$ cat src/rtl/npe_conv_sched_pkg.sv
// Shared definitions for the NPE convolution scheduler: FSM encodings, NPE mode codes and PE count.
package npe_conv_sched_pkg;

   localparam int unsigned NpeCount = 7;
   localparam logic [3:0]  NpeModeMac = 4'h1;

   typedef enum logic [3:0] {
      StIdle  = 4'b0001,
      StLoad  = 4'b0010,
      StDrain = 4'b0100,
      StDone  = 4'b1000
   } state_e;

   // Low n bits set, one per active PE.
   function automatic logic [NpeCount-1:0] pe_mask(input logic [2:0] n);
      return NpeCount'((8'd1 << n) - 8'd1);
   endfunction

endpackage

$ cat src/rtl/npe_conv_sched_burst_gen.sv
// Issues one contiguous i_len-beat feature burst per request; flags first and last beats.
module npe_burst_gen (
   input  logic       i_clk,
   input  logic       i_rst_n,
   input  logic       i_clr,
   input  logic       i_req,
   input  logic [2:0] i_len,
   output logic       o_vld,
   output logic       o_first,
   output logic       o_last
);

   logic       active_q, active_d;
   logic [2:0] beat_q, beat_d;

   assign o_vld   = active_q;
   assign o_first = active_q && (beat_q == 3'd0);
   assign o_last  = active_q && (beat_q == i_len - 3'd1);

   always_comb begin
      active_d = active_q;
      beat_d   = beat_q;
      if (i_clr) begin
         active_d = 1'b0;
         beat_d   = 3'd0;
      end else if (active_q) begin
         if (o_last) begin
            active_d = 1'b0;
            beat_d   = 3'd0;
         end else begin
            beat_d = beat_q + 3'd1;
         end
      end else if (i_req) begin
         active_d = 1'b1;
         beat_d   = 3'd0;
      end
   end

   always_ff @(posedge i_clk or negedge i_rst_n) begin
      if (!i_rst_n) begin
         active_q <= 1'b0;
         beat_q   <= 3'd0;
      end else begin
         active_q <= active_d;
         beat_q   <= beat_d;
      end
   end

endmodule

$ cat src/rtl/npe_conv_sched.sv
// Convolution job scheduler: feeds feature bursts to the NPE PEs, strobes conv outputs per group
// and waits for all PE results before signalling completion.
module npe_conv_sched
   import npe_conv_sched_pkg::*;
#(
   parameter int unsigned PE_LAT = 2,
   parameter int unsigned NPE    = 7
) (
   input  logic           i_clk,
   input  logic           i_rst_n,
   input  logic           i_start,
   input  logic           i_abort,
   input  logic [2:0]     i_cfg_pe_num,
   input  logic [9:0]     i_cfg_acc_len,
   input  logic [15:0]    i_cfg_out_cnt,
   input  logic [7:0]     i_src_level,
   output logic           o_src_rd,
   input  logic           i_result_vld,
   output logic [3:0]     o_npe_mode,
   output logic [NPE-1:0] o_pe_en,
   output logic           o_mdata_vld,
   output logic           o_pe_conv_out,
   output logic           o_busy,
   output logic           o_done,
   output logic           o_err
);

   state_e             state_q, state_d;
   logic [2:0]         pe_num_q, pe_num_d;
   logic [9:0]         acc_len_q, acc_len_d;
   logic [15:0]        out_cnt_q, out_cnt_d;
   logic [9:0]         burst_cnt_q, burst_cnt_d;
   logic [15:0]        group_cnt_q, group_cnt_d;
   logic [18:0]        res_cnt_q, res_cnt_d;
   logic [PE_LAT-1:0]  sr_q, sr_d;
   logic               err_q, err_d;
   logic [18:0]        res_target;
   logic               burst_req, beat_vld, beat_first, beat_last, conv_push, busy;

   npe_burst_gen u_burst_gen (
      .i_clk   (i_clk),
      .i_rst_n (i_rst_n),
      .i_clr   (i_abort),
      .i_req   (burst_req),
      .i_len   (pe_num_q),
      .o_vld   (beat_vld),
      .o_first (beat_first),
      .o_last  (beat_last)
   );

   assign busy       = (state_q == StLoad) || (state_q == StDrain);
   assign res_target = {3'b0, out_cnt_q} * {16'b0, pe_num_q};
   // The first beat of a group's final burst launches that group's conv-out strobe.
   assign conv_push  = beat_first && (burst_cnt_q == acc_len_q - 10'd1);

   always_comb begin
      state_d     = state_q;
      pe_num_d    = pe_num_q;
      acc_len_d   = acc_len_q;
      out_cnt_d   = out_cnt_q;
      burst_cnt_d = burst_cnt_q;
      group_cnt_d = group_cnt_q;
      res_cnt_d   = res_cnt_q;
      sr_d        = (sr_q << 1) | PE_LAT'(conv_push);
      err_d       = 1'b0;
      burst_req   = 1'b0;
      if (busy && i_result_vld) res_cnt_d = res_cnt_q + 19'd1;

      unique case (state_q)
         StIdle: begin
            if (i_start) begin
               if (i_cfg_pe_num == 3'd0) begin
                  err_d = 1'b1;
               end else begin
                  pe_num_d    = i_cfg_pe_num;
                  acc_len_d   = (i_cfg_acc_len == 10'd0) ? 10'd1 : i_cfg_acc_len;
                  out_cnt_d   = i_cfg_out_cnt;
                  burst_cnt_d = 10'd0;
                  group_cnt_d = 16'd0;
                  res_cnt_d   = 19'd0;
                  state_d     = (i_cfg_out_cnt == 16'd0) ? StDone : StLoad;
               end
            end
         end
         StLoad: begin
            // Registered beat_vld guarantees at least one idle cycle between bursts.
            burst_req = !beat_vld && (i_src_level >= {5'b0, pe_num_q});
            if (beat_last) begin
               if (burst_cnt_q == acc_len_q - 10'd1) begin
                  burst_cnt_d = 10'd0;
                  group_cnt_d = group_cnt_q + 16'd1;
                  if (group_cnt_q == out_cnt_q - 16'd1) state_d = StDrain;
               end else begin
                  burst_cnt_d = burst_cnt_q + 10'd1;
               end
            end
         end
         StDrain: begin
            if ((res_cnt_q == res_target) && (sr_q == '0)) state_d = StDone;
         end
         StDone:  state_d = StIdle;
         default: state_d = StIdle;
      endcase

      if (i_abort) begin
         state_d     = StIdle;
         burst_cnt_d = 10'd0;
         group_cnt_d = 16'd0;
         res_cnt_d   = 19'd0;
         sr_d        = '0;
         err_d       = 1'b0;
         burst_req   = 1'b0;
      end
   end

   always_ff @(posedge i_clk or negedge i_rst_n) begin
      if (!i_rst_n) begin
         state_q     <= StIdle;
         pe_num_q    <= 3'd0;
         acc_len_q   <= 10'd0;
         out_cnt_q   <= 16'd0;
         burst_cnt_q <= 10'd0;
         group_cnt_q <= 16'd0;
         res_cnt_q   <= 19'd0;
         sr_q        <= '0;
         err_q       <= 1'b0;
      end else begin
         state_q     <= state_d;
         pe_num_q    <= pe_num_d;
         acc_len_q   <= acc_len_d;
         out_cnt_q   <= out_cnt_d;
         burst_cnt_q <= burst_cnt_d;
         group_cnt_q <= group_cnt_d;
         res_cnt_q   <= res_cnt_d;
         sr_q        <= sr_d;
         err_q       <= err_d;
      end
   end

   assign o_busy        = busy;
   assign o_done        = (state_q == StDone);
   assign o_err         = err_q;
   assign o_npe_mode    = (state_q != StIdle) ? NpeModeMac : 4'h0;
   assign o_pe_en       = (state_q != StIdle) ? pe_mask(pe_num_q) : '0;
   assign o_mdata_vld   = beat_vld;
   assign o_src_rd      = beat_vld;
   assign o_pe_conv_out = sr_q[PE_LAT-1];

endmodule

$ cat config.mk
export PLATFORM = sky130hd
export DESIGN_NAME = npe_conv_sched
export DESIGN_NICKNAME = d
export VERILOG_FILES = /design/src/rtl/npe_conv_sched_pkg.sv /design/src/rtl/npe_conv_sched_burst_gen.sv /design/src/rtl/npe_conv_sched.sv
export SDC_FILE = /design/constraint.sdc
export NUM_CORES = 1
export LEC_CHECK = 0
export CORE_MARGIN = 3
export CORE_UTILIZATION = 50
export CTS_CLUSTER_DIAMETER = 200
export DETAILED_ROUTE_END_ITERATION = 12
export HOLD_SLACK_MARGIN = 0.05
export PLACE_DENSITY = 0.68
export SETUP_SLACK_MARGIN = 0.3
export SYNTH_ARGS = -nofsm -noshare
export SYNTH_HDL_FRONTEND = slang
export SYNTH_SLANG_ARGS = --single-unit
$ cat constraint.sdc
create_clock -name i_clk -period 5.1 [get_ports i_clk]
set_input_delay 0.51 -clock i_clk [delete_from_list [all_inputs] [get_ports i_clk]]
set_output_delay 0.51 -clock i_clk [all_outputs]
set_load 0.05 [all_outputs]
# == After elaboration in Yosys (flattened, before gate mapping) ==
# Index checks and enable logic that the tools add are counted.
# totals
wordCells,102
output_inout_bits,17
register_bits,85
in_bits,42
# classes
n_mul,1
mux,44
reduce_logical,19
magnitude_cmp,1
n_eq_ne,15
shifts,1
n_bitwise,2
n_addsub,8
# ops
cell,count
$mux W19,5
$mux W16,5
$mux W10,6
$mux W4,8
$pmux W16 S2,1
$pmux W10 S2,1
$add A19 B1 Y19 const B,1
$eq A19 B19 Y1,1
$mul A16 B3 Y19,1
$add A16 B1 Y16 const B,1
$eq A16 B16 Y1,1
$logic_not A16 Y1,1
$sub A16 B1 Y16 const B,1
$mux W3,4
$pmux W4 S3,1
$mux W1,11
$add A10 B1 Y10 const B,1
$eq A10 B10 Y1,1
$logic_not A10 Y1,1
$sub A10 B1 Y10 const B,1
$ne A3 B2 Y1 const B,3
$ne A3 B3 Y1 const B,3
$ge A8 B3 Y1,1
$mux W7,1
other kinds (23),30

# == Logic depth before layout (Yosys ltp) ==
# Gate-level depths: netlist of the first run.
# depth
ltp_word,8
mapped_depth,15
ltp_nobuf,14

# == Cells and area by module ==
# A second synthesis of the first run with hierarchy kept.
# unflattened
hier_cells,828
hier_area_um2,7029.2
# modules_own_cells
module,cells_each,instances,area_per_inst_um2
npe_conv_sched,796,1,6690.2
npe_burst_gen,32,1,339.1

# == Worst setup path before layout of the first run ==
# No wires, ideal clock.
# synth_timing
kind,flip-flop to flip-flop
startpoint,register pe_num_q[2]
endpoint,register state_q[2]
path_buffers,3
arrival_time_ns,4.050
path_stages_with_launch,16
setup_slack_ns,0.929
period_less_slack_ns,4.171
setup_time_ns,0.121
path_cell_list,dfrtp_1 > clkbuf_1 > buf_1 > nand2_1 > fa_1 > inv_1 > ha_1 > buf_6 > a211o_1 > a2111oi_4 > nor2_2 > a2111oi_2 > nor3_1 > xor2_1 > or4_4 > a22o_1
# synth_between
elab_chain_len,5
word_cells_on_any_way,9
# synth_rtl
item,line,source
"start, declared",npe_conv_sched.sv:29,"logic [2:0] pe_num_q, pe_num_d;"
"start signal, assigned",npe_conv_sched.sv:129,pe_num_q <= pe_num_d;
$mul A16 B3 Y19 or $sub A3 B1 Y3 (tied branches),"npe_conv_sched.sv:52, npe_conv_sched_burst_gen.sv:18",
$eq A19 B19 Y1 or $eq A3 B3 Y1 (tied branches),"npe_conv_sched.sv:99, npe_conv_sched_burst_gen.sv:18",
$logic_and A1 B1 Y1 (on tied branches),"npe_conv_sched.sv:99, npe_conv_sched_burst_gen.sv:18",
$ne A3 B2 Y1 (no line) or $ne A3 B3 Y1 (tied branches),n/a,
$reduce_and A6 Y1 (no line) *,n/a,
"end signal, assigned",npe_conv_sched.sv:118,state_q <= StIdle;
"end signal, assigned",npe_conv_sched.sv:128,state_q <= state_d;
"end, declared",npe_conv_sched.sv:28,"state_e state_q, state_d;"
# Every way passes the cells marked *; elsewhere a longest branch is shown, timed or not.
# A chain may end at the register's enable or synchronous reset.

# == Final worst setup path of the first run ==
# Same ends and word-level chain as after synthesis.

==> summary.txt, run 1 <==
Clock network
  – Num CTS Buffers: 9
  – Clock network latency to the later pin of the worst-skew pair: approximately 0.35 ns
  – Post-CTS Setup Inserts: 0
  – H-tree levels: 3
  – Root Driver: clkbuf_16
  – Post-cts repair resize count: 0
  – CTS Buffer Depth: 2
  – Hold_buf cts: 0
  – CTS tree: yes
  – Sink Count: 85
  – Clock slew at reported path FFs: about 0.070 ns

Layout
  – Layout net count: 935
  – End-of-flow core utilization: 0.585
  – Register area: 2130 sq um
  – Layout cells sized above 1: 0.0777
  – Layout area overhead: 13.5%
  – N_diodes: 0
  – Multi-input logic area: 4400 sq um
  – # fillers: between 1000 and 1500
  – Post-route cell area: 7850 sq um

Synth
  – Post-synthesis cell type count: 72
  – Synth top area share: 0.304
  – Synth area leaders: dfrtp_1, xnor2_1, ha_1
  – Synth async-reset ratio: 1.00
  – Synth warnings: 0
  – Yosys reg bits: 85
  – Synthesized area: 6910 sq um
  – Register area share after synthesis: 0.308
  – Ys flop type: dfrtp_1
  – Post-synth top area cell: dfrtp_1
  – Number of synthesized flops with an enable pin: 0
  – Average size of a mapped cell: 8.52 sq um
  – Most common library cells after synthesis: nor2_1, nand2_1, dfrtp_1
  – Post-Synthesis Cells: about 810
  – Most frequent cell after synthesis: nor2_1

Power and ir drop
  – Comb power frac: 0.576
  – Net Switching: 0.00191 W
  – P per Cell Area: 514 nW/um^2
  – Pint: 0.00212 W
  – Flop pwr share: 0.254
  – Peak VDD IR: 0.000187 V
  – Sw Share: 0.474
  – Clock power frac: 0.171
  – LEAKAGE: 3.36 nW

Flow run
  – Max Cap Violations: 0

Detailed routing
  – Wire length per cell: 17.6 um
  – Final antenna-violating net count: 0
  – First drt pass iteration count: 5
  – Vias/cell: 5.77
  – Iter 0 DRT Violations: 329
  – Final WL: 18.1 mm
  – Detailed-route DRC error count: 0
  – Via count: 5913

Timing
  – Slew Viols, Final: 0
  – Setup violators final: 0
  – Hold Vio Cnt, Final: 0
  – FMAX: 228 MHz
  – RSZ-0062 raised after global routing: no
  – Worst-margin pin slew: 0.949 ns
  – Worst slew margin: 0.367
  – Minimum clock period: 4.39 ns
  – Setup_tns: 0 ns
  – Clock Skew: 0.00718 ns
  – Final period utilization: 0.860

Critical path
  – Slack of the worst reg-to-reg path: 0.71 ns
  – R2R cell count: 14
  – Endpoint class of the critical path: flop
  – FF-to-FF End: state_q[2]
  – Req. time, crit path: 5.35 ns
  – Worst flop-to-flop path startpoint: pe_num_q[2]
  – WP data arrival: 4.63 ns
  – Startpoint Class: flop
  – CP Max Fanout: 17
  – Setup CP Type: reg2reg

Die
  – Die W: 124 um
  – Die area: 15300 sq um
  – Core Rows: 42
  – Initial Utilization: 0.516
  – Core area: 13400 sq um
  – Io pins: 59
  – Die height: 124 um

Run status
  – Outcome: finished clean

Global route
  – Initial antenna violation count: 0
  – Vias in the first global route: 5910
  – Gr usage total: 0.248
  – Largest net degree at the start of global routing: 58
  – GRT Residual Overflow: 0
  – Global-route wire length before repair: 29.6 mm

Place
  – Buffers on Ports: 55
  – Hpwl dp: between 10 and 15 mm
  – Gp weighted congestion: 0.875
  – Area after DPL: 7540 sq um

Hold path
  – Tightest Hold Check Type: in2async
layout by cell type (no fill, tap or decap), types with 3 or more instances in the layout:
cell type,instances
a21oi_1,22
nand4b_1,3
o31a_1,3
nor2b_1,7
dfrtp_1,84
inv_1,53
nand2b_1,5
or2_2,6
and3_1,12
or4_1,3
a31oi_1,7
o21ai_0,33
and4_1,3
nor2_1,92
nor4b_1,5
xnor2_1,56
and2_1,10
buf_4,7
nor4_1,13
nand2_1,91
clkdlybuf4s50_1,54
conb_1,3
ha_1,34
o211ai_1,3
nand3_1,31
nor3_1,22
nand4_1,16
o31ai_1,5
o2111ai_1,4
xor2_1,42
or3_1,9
fa_1,15
nand3b_1,6
a211oi_1,4
mux2_2,21
clkbuf_16,9
a2111oi_0,3
mux2i_1,3
nor3b_1,3
layout make-up:
cell class / instances / share of cell area
Sequential cell: 85 / 0.271
Clock buffer: 10 / 0.0305
Inverter: 53 / 0.0254
Clock inverter: 6 / 0.00877
Timing Repair Buffer: 61 / 0.0756
Multi-Input combinational cell: 634 / 0.560
Tap cell: 176 / 0.0281
worst max path at each step:
stage                            from          to  depth (start not counted)
after floorplan           pe_num_q[2]  state_q[2]                         15
after global routing      pe_num_q[2]  state_q[2]                         14
after global placement    pe_num_q[2]  state_q[2]                         14
final                     pe_num_q[2]  state_q[2]                         14
after CTS                 pe_num_q[2]  state_q[2]                         14
after detailed placement  pe_num_q[2]  state_q[2]                         14
power by group through the flow:
| stage | sequential [W] | clock (W) | combinational (W) |
|---|---|---|---|
| 2_1_floorplan | 0.000875 | 0 | 0.00190 |
| 4_1_cts | 0.00102 | 0.000700 | 0.00231 |
| 5_1_grt | 0.00104 | 0.000731 | 0.00257 |
| 3_3_place_gp | 0.00102 | 0 | 0.00226 |
| 3_5_place_dp | 0.00103 | 0 | 0.00229 |
| 6_report | 0.00102 | 0.000688 | 0.00232 |
metrics by stage:
stage	instances	hold slack (ns)	worst slack, ns	power, W
5_1_grt	1025	0.113	0.440	0.00434
4_1_cts	1025	0.0940	0.737	0.00403
3_5_place_dp	1009	0.470	0.757	0.00332
6_report	1025	0.0838	0.714	0.00403
3_3_place_gp	1009	0.462	0.881	0.00328
2_1_floorplan	813	0.214	0.929	0.00278
per-layer routing:
layer  vias to the layer above  track usage  wire length (um)
met5                         -            0                 0
met4                         0       0.0983               513
met3                        41       0.0336               591
met2                       114        0.419              8980
met1                      2913        0.323              7990
li1                       2845            -                 -
cell families after synthesis:
logic type | count (synthesis) | synth area share
other | 1 | 0.000543
adders and majority gates | 49 | 0.105
and+or+nand+nor | 347 | 0.253
muxes | 24 | 0.0386
DFF | 85 | 0.308
buffers and inverters | 94 | 0.0579
xor gates and xnor gates | 99 | 0.127
AOI/OAI and AO/OA | 112 | 0.110
worst max-delay path, stage by stage (launching register included):
cell and delay, ns:
dfrtp_1 0.60, inv_1 0.29, nor2_1 0.11, fa_1 0.55, ha_1 0.16, inv_1 0.05
fa_1 0.40, nor2b_1 0.16, o2111ai_1 0.20, a32oi_2 0.34, nand3b_1 0.11, a2111oi_0 0.39
nand4_1 0.15, or4_4 0.52, a22o_1 0.24
registers in the layout, summed over array words and instances (netlist names):
register	count
res_cnt_q	19
group_cnt_q	16
out_cnt_q	16
acc_len_q	10
burst_cnt_q	10
state_q	4
pe_num_q	3
u_burst_gen.beat_q	3
sr_q	2
o_err	1
u_burst_gen.o_vld	1
No activity file was read; power rests on OpenSTA's default activity.
==> run 2, diff against run 1 <==
Settings changed: SETUP_SLACK_MARGIN 0.3 to default.
==> results of run 2 <==
Same layout as run 1: the final DEF is identical, and so are final timing and power.
